==> config.mk <==
export PLATFORM = sky130hd
export DESIGN_NAME = dual_word_serializer
export DESIGN_NICKNAME = d
export VERILOG_FILES = /design/src/rtl/serializer_pkg.sv /design/src/rtl/piso_shift_reg.sv /design/src/rtl/dual_word_serializer.sv
export SDC_FILE = /design/constraint.sdc
export NUM_CORES = 1
export LEC_CHECK = 0
export CORE_MARGIN = 4
export CORE_UTILIZATION = 30
export CTS_CLUSTER_SIZE = 28
export DETAILED_ROUTE_END_ITERATION = 10
export PLACE_DENSITY = 0.59
export REMOVE_ABC_BUFFERS = 1
export SYNTH_ARGS = -nofsm -noshare
export SYNTH_HDL_FRONTEND = slang
export SYNTH_SLANG_ARGS = --single-unit
==> constraint.sdc <==
create_clock -name clk -period 1.66 [get_ports clk]
set_input_delay 0.332 -clock clk [delete_from_list [all_inputs] [get_ports clk]]
set_output_delay 0.332 -clock clk [all_outputs]
set_load 0.01 [all_outputs]
==> src/rtl/serializer_pkg.sv <==
// Shared types for the dual-word serializer: FSM state encoding and default word width.
package serializer_pkg;

   localparam int WIDTH_DEFAULT = 8;

   typedef enum logic [1:0] {
      IDLE  = 2'd0,
      CLR   = 2'd1,
      SHIFT = 2'd2,
      DONE  = 2'd3
   } state_e;

endpackage

==> src/rtl/piso_shift_reg.sv <==
// Parallel-in serial-out register: parallel load, shift left with zero fill, MSB presented as the serial bit.
module piso_shift_reg
   import serializer_pkg::*;
#(
   parameter int WIDTH = WIDTH_DEFAULT
) (
   input  logic             clk,
   input  logic             rst,
   input  logic             load,
   input  logic             shift,
   input  logic             clr,
   input  logic [WIDTH-1:0] d,
   output logic             msb
);

   logic [WIDTH-1:0] sr;

   // clr wins so an aborted frame leaves no stale data behind
   always_ff @(posedge clk or posedge rst) begin
      if (rst) begin
         sr <= '0;
      end else if (clr) begin
         sr <= '0;
      end else if (load) begin
         sr <= d;
      end else if (shift) begin
         sr <= {sr[WIDTH-2:0], 1'b0};
      end
   end

   assign msb = sr[WIDTH-1];

endmodule

==> src/rtl/dual_word_serializer.sv <==
// Loads an operand pair and streams both words MSB first, framed by a clear pulse and a done pulse.
module dual_word_serializer
   import serializer_pkg::*;
#(
   parameter int WIDTH = WIDTH_DEFAULT
) (
   input  logic             clk,
   input  logic             rst,
   input  logic [WIDTH-1:0] a,
   input  logic [WIDTH-1:0] b,
   input  logic             load_valid,
   output logic             load_ready,
   input  logic             abort,
   output logic             x,
   output logic             y,
   output logic             bit_valid,
   output logic             cmp_clr,
   output logic             frame_last,
   output logic             done
);

   localparam int CW = $clog2(WIDTH);

   state_e          state;
   state_e          state_nx;
   logic [CW-1:0]   cnt;
   logic            sa_msb;
   logic            sb_msb;
   logic            load_hs;
   logic            shift_en;
   logic            clr_en;

   piso_shift_reg #(.WIDTH(WIDTH)) u_sa (
      .clk   (clk),
      .rst   (rst),
      .load  (load_hs),
      .shift (shift_en),
      .clr   (clr_en),
      .d     (a),
      .msb   (sa_msb)
   );

   piso_shift_reg #(.WIDTH(WIDTH)) u_sb (
      .clk   (clk),
      .rst   (rst),
      .load  (load_hs),
      .shift (shift_en),
      .clr   (clr_en),
      .d     (b),
      .msb   (sb_msb)
   );

   always_ff @(posedge clk or posedge rst) begin
      if (rst) begin
         state <= IDLE;
      end else begin
         state <= state_nx;
      end
   end

   always_comb begin
      state_nx = state;
      load_hs  = 1'b0;
      shift_en = 1'b0;
      clr_en   = 1'b0;
      case (state)
         IDLE: begin
            if (load_valid) begin
               load_hs  = 1'b1;
               state_nx = CLR;
            end
         end
         CLR: begin
            if (abort) begin
               clr_en   = 1'b1;
               state_nx = IDLE;
            end else begin
               state_nx = SHIFT;
            end
         end
         SHIFT: begin
            if (abort) begin
               clr_en   = 1'b1;
               state_nx = IDLE;
            end else begin
               shift_en = 1'b1;
               if (cnt == '0) begin
                  state_nx = DONE;
               end
            end
         end
         DONE: begin
            state_nx = IDLE;
         end
         default: begin
            state_nx = IDLE;
         end
      endcase
   end

   // counter holds at zero on the last bit so it never wraps
   always_ff @(posedge clk or posedge rst) begin
      if (rst) begin
         cnt <= '0;
      end else if (clr_en) begin
         cnt <= '0;
      end else if (state == CLR) begin
         cnt <= CW'(WIDTH - 1);
      end else if (shift_en && (cnt != '0)) begin
         cnt <= cnt - CW'(1);
      end
   end

   assign load_ready = (state == IDLE);
   assign cmp_clr    = (state == CLR);
   assign bit_valid  = (state == SHIFT);
   assign x          = bit_valid & sa_msb;
   assign y          = bit_valid & sb_msb;
   assign frame_last = bit_valid & (cnt == '0);
   assign done       = (state == DONE);

endmodule

== Word level (Yosys, flattened, before mapping) ==
Index checks and enable logic that the tools add are counted.

* Output and inout bits: 7
* Input port bits: 20
* Word-level logic and storage cells: 41
* Flip-flop bits (word level): 21

* Add/subtract/negate cells: 1
* Reduce and logical (&&, ||, !) cells: 8
* Bitwise operators: 3
* Multiplexer cells: 20
* Equal/unequal tests: 5

{| class="wikitable"
|+ Operator list
! cell !! count
|-
| $mux W8 || 6
|-
| $mux W3 || 3
|-
| $reduce_bool A3 Y1 || 3
|-
| $mux W2 || 4
|-
| $pmux W2 S4 || 1
|-
| $mux W1 || 6
|-
| $eq A2 B2 Y1 const B || 2
|-
| $and A1 B1 Y1 || 3
|-
| $logic_not A3 Y1 || 1
|-
| $ne A3 B2 Y1 const B || 1
|-
| $sub A3 B1 Y3 const B || 1
|-
| $eq A2 B1 Y1 const B || 1
|-
| $logic_not A2 Y1 || 1
|-
| $ne A2 B2 Y1 const B || 1
|-
| $reduce_and A2 Y1 || 1
|-
| $reduce_or A2 Y1 || 1
|-
| $logic_and A1 B1 Y1 || 1
|}

== Longest topological paths before layout ==
* Depth after elaboration: 6
* Depth in mapped cells: 7
* Depth with buffers taken out: 5

== By module ==
Synthesis repeated with hierarchy kept, for this count alone.

* Cells, all modules: 116
* Area, all modules: 1246.2 um^2

{| class="wikitable"
|+ By module, submodules not included
! module !! cells each !! instances !! area an instance (um^2) !! sequential area each (um^2)
|-
| piso_shift_reg || 36 || 2 || 412.9 || 200.2
|-
| dual_word_serializer || 44 || 1 || 420.4 || 125.1
|}

== Worst setup path after synthesis ==
OpenSTA, ideal clock, no wires.

* Path kind: register to register
* Start: register state[0]
* End: register u_sa.sr[1]
* Arrival time: 1.506 ns
* Slack: 0.032 ns
* Setup time: 0.122 ns
* Path buffers: 2
* Data required time: 1.538 ns
* Clock period less this slack: 1.628 ns
* Stages on the path, launching flop included: 8
* Cells stage by stage: dfrtp_1 -> inv_1 -> ha_1 -> nor2b_1 -> buf_6 -> a31oi_2 -> buf_6 -> o2bb2ai_1

* Word-level cells in the longest chain between the ends: 4
* Elaborated cells on any way between the ends: 10
* Those cells by class: eq/ne: 2; mux: 5; reduce/logical: 3

{| class="wikitable"
|+ Ends and longest elaborated chain
! element !! RTL line !! RTL
|-
| from (decl) || dual_word_serializer.sv:24 || <nowiki>state_e state;</nowiki>
|-
| from (signal assigned) || dual_word_serializer.sv:57 || <nowiki>state <= state_nx;</nowiki>
|-
| $eq A2 B2 Y1 * || -- ||
|-
| via bit_valid || dual_word_serializer.sv:16 || <nowiki>output logic bit_valid,</nowiki>
|-
| $reduce_or A2 Y1 (no line) || -- ||
|-
| $mux W1 || -- ||
|-
| $reduce_bool A3 Y1 (no line) / $mux W8 (equally long branches) || -- ||
|-
| to (signal assigned) || piso_shift_reg.sv:27 || <nowiki>sr <= {sr[WIDTH-2:0], 1'b0};</nowiki>
|-
| to (decl) || piso_shift_reg.sv:16 || <nowiki>logic [WIDTH-1:0] sr;</nowiki>
|}

Mark *: on every way through the listed nets, which the timed path passes. The rest lies on a longest branch.
A chain may end at the register's enable or synchronous reset.

== Worst setup path in the final report ==
* Start: register state[0]
* End: output port bit_valid

* Word-level cells in the longest chain between the ends: 1

{| class="wikitable"
|+ Ends and longest elaborated chain
! element !! RTL line !! RTL
|-
| $eq A2 B2 Y1 || dual_word_serializer.sv:116 || <nowiki>assign bit_valid = (state == SHIFT);</nowiki>
|-
| to (decl) || dual_word_serializer.sv:16 ||
|}

No other way between the ends.

==> summary.md <==
| Metric | Value |
|---|---|
| Outcome | `finished clean` |
| Area grow syn2layout | `41.2%` |
| Non-Filler Instances | `194` |
| Layout cell share with drive strength beyond 1 | `0.267` |
| Post-layout nets | `175` |
| RSZ-0062 raised after global routing | `no` |
| Dpl hpwl | `1990 um` |
| All-Layer GR Usage | `0.105` |
| Top post-synthesis cells by area | `dfrtp_1, mux2i_1, ha_1` |
| Mapped Cells | `100` |
| Post-DR vias/cell | `4.79` |
| CTS tree | `yes` |
| Kind of start point of the critical path | `flop` |
| Adder-cell share of the synthesized area | `0.0826` |
| Syn Area/Cell | `12.1 um2` |
| Placed cells | `188` |
| Crit share post-route | `0.964` |
| DRT iter0 DRCs | `15` |
| Deepest clock path buffer count | `2` |
| Vias in the first global route | `951` |
| Area fraction in compound gates after synthesis | `0.198` |
| Netlist Area Pre-Place | `1210 um2` |
| Final ANT Viol Nets | `0` |
| Crit Path Class | `flop to primary output` |
| CTS Sinks | `21` |
| Largest net degree at the start of global routing | `22` |
| Std-Cell Rows | `22` |
| Required time worst endpoint | `1.33 ns` |
| Synth async-reset ratio | `1.00` |
| Antenna violations before repair | `0` |
| Post-synthesis cell type count | `29` |
| IO Count | `27` |
| DRT Pass-1 Iters | `4` |
| CTS Buf Count | `3` |
| Crit path capture type | `primary output` |
| Max frequency | `625 MHz` |
| Routed wire length | `2590 um` |
| Xor-xnor portion of the synthesized cell area | `0` |
| Power Density | `1680 nW/um2` |
| Register bit total from synthesis | `21` |
| GP Congestion | `0.781` |
| Final Max Slew Viols | `0` |
| Number of synthesized flops with an enable pin | `0` |
| Commonest cells in the netlist | `dfrtp_1, mux2i_1, o2bb2ai_1, ha_1, inv_1` |
| Post-Layout Inst Area | `1710 um2` |
| Core Region | `3770 um2` |
| Die Y-Extent | `71.5 um` |
| Mux cell area share after synthesis | `0.124` |
| Number of hold buffers added after CTS | `0` |
| Top-count cell post-synth | `dfrtp_1` |
| Max Cap Viol | `0` |
| Initial Utilization | `0.321` |
| Post-synth top area share | `0.434` |
| Reg2reg path depth | `6` |
| Die Width | `71.5 um` |
| Setup Skew | `0.00424 ns` |
| Final hold slack | `0.396 ns` |
| Antenna Cells | `0` |
| Synth Flop Type | `dfrtp_1` |
| Largest family of logic cells by synthesized area | `compound AO/OA/AOI/OAI gates` |
| Root buffer cell | `clkbuf_8` |
| Global-route wire length before repair | `4280 um` |
| Worst relative slew slack | `0.816` |
| Clock period minus worst slack | `1.60 ns` |
| GRT overflow | `0` |
| H-tree levels | `1` |
| Tightest Hold Check Type | `primary input to async pin` |
| Final core occ | `0.454` |
| Maximum vdd drop | `0.620 mV` |
| Sequential-to-total area share from yosys stat | `0.434` |
| Final Hold Fails | `0` |
| Final Setup Violations | `0` |
| Post-Synth Simple-Gate Area | `0.0940` |
| Cell area after placement | `1630 um2` |
| Worst-Margin Slew | `0.276 ns` |
| Detailed-route wire length per cell | `13.4 um` |
| Leak pwr | `0.000831 uW` |
| Synth area leader | `dfrtp_1` |
| Ys Warns | `0` |
| DRC | `0` |
| Die area | `5120 um2` |
| Critical Path Fanout Max | `7` |
| Crit path DAT | `1.27 ns` |
| Port buffer count | `26` |
| Via count | `930` |
| Clock Pin Slew Worst Setup and Hold Paths | `0.08 ns` |
| Insertion delay to the later sink of the worst-skew pair | `0.26 ns` |
layout make-up:
| class | count | area (um2) |
|---|---|---|
| Timing Repair Buffer | 47 | 423 |
| Multi-Input combinational cell | 68 | 633 |
| Tap cell | 48 | 60.1 |
| Clock inverter | 1 | 5.00 |
| Inverter | 6 | 22.5 |
| Sequential cell | 21 | 526 |
| Fill cell | 352 | 2060 |
| Clock buffer | 3 | 41.3 |
layout by cell type, fill, tap and decap left out:
| cell | synthesis | layout |
|---|---|---|
| nor3_1 | 1 | 1 |
| and2_1 | 3 | 3 |
| and3_4 | 0 | 1 |
| o2bb2ai_2 | 4 | 4 |
| a22o_1 | 1 | 1 |
| dfrtp_1 | 21 | 21 |
| clkdlybuf4s50_1 | 0 | 19 |
| dlygate4sd2_1 | 0 | 3 |
| a21o_1 | 1 | 1 |
| nor2b_1 | 2 | 2 |
| inv_2 | 0 | 1 |
| nor2_1 | 4 | 4 |
| a211oi_1 | 3 | 3 |
| buf_12 | 1 | 2 |
| inv_1 | 6 | 5 |
| a21boi_1 | 1 | 1 |
| mux2i_1 | 15 | 15 |
| o21ai_0 | 1 | 1 |
| buf_4 | 0 | 18 |
| ha_1 | 8 | 7 |
| buf_6 | 3 | 1 |
| o31a_1 | 1 | 1 |
| a31oi_4 | 0 | 1 |
| nand2b_1 | 2 | 2 |
| and4b_1 | 1 | 1 |
| nand3_1 | 2 | 2 |
| clkbuf_2 | 0 | 3 |
| ha_4 | 0 | 1 |
| nor4b_1 | 1 | 1 |
| nand2_2 | 0 | 1 |
| clkinv_2 | 0 | 1 |
| o32a_1 | 1 | 1 |
| o2bb2ai_1 | 10 | 10 |
| a21oi_1 | 2 | 2 |
| nand2_4 | 1 | 1 |
| clkbuf_8 | 0 | 3 |
| buf_2 | 1 | 1 |
metrics by stage:
stage / setup TNS (ns) / worst slack, ns / total power [uW]
after detailed placement: -5.09 / -0.342 / 2460
after CTS: 0 / 0.00778 / 2820
after global routing: 0 / 0.00202 / 3090
after global placement: -4.48 / -0.290 / 2420
final: 0 / 0.0594 / 2870
after floorplan: -1.29 / -0.128 / 1770
where the power goes:
group / internal [uW] / total [uW] / switching [uW] / leakage [uW]
clock: 167 / 328 / 162 / 0.0000255
combinational: 877 / 1640 / 759 / 0.000528
sequential: 751 / 901 / 150 / 0.000277
per-layer routing:
metal / wire, um / part of all wire / vias up / track usage
met5: 0 / 0 / - / 0
met2: 1270 / 0.49 / 14 / 0.167
met1: 1200 / 0.46 / 455 / 0.137
met3: 79 / 0.031 / 2 / 0.0210
li1: - / - / 459 / -
met4: 41 / 0.016 / 0 / 0.0480
worst max-delay path, stage by stage (launching register included):
cell and delay, ns:
dfrtp_1 0.39, inv_2 0.10, ha_4 0.18, buf_4 0.10, dlygate4sd2_1 0.25
registers in the layout (all words and copies together) (netlist names):
signal	count
cnt	3
u_sa.sr	8
u_sb.sr	8
state	2
timing repair:
item	in CTS	in global routing
gates resized for setup	18	6
setup endpoints to repair	21	18
buffers inserted	0	2
pin swaps	0	1
hold endpoints to repair	0	0
worst paths after layout:
path,startpoint,slack (ns),end
max in group asynchronous,rst,1.04,state[0]
hold / removal,rst,0.40,u_sb.sr[2]
hold reg to reg,u_sb.sr[7],0.49,u_sb.sr[7]
setup / recovery,state[0],0.06,bit_valid
min in group clk,u_sb.sr[7],0.49,u_sb.sr[7]
setup reg to reg,state[0],0.10,state[0]
kinds of logic (layout without fill, tap and decap cells):
family	count (synthesis)	count (layout)
AO/OA/AOI/OAI	26	26
adder cells (fa/ha/maj)	8	8
buffers and inverters	11	57
flip-flops	21	21
multiplexers	15	15
AND/OR/NAND/NOR	19	19
No activity file was read; power rests on OpenSTA's default activity.
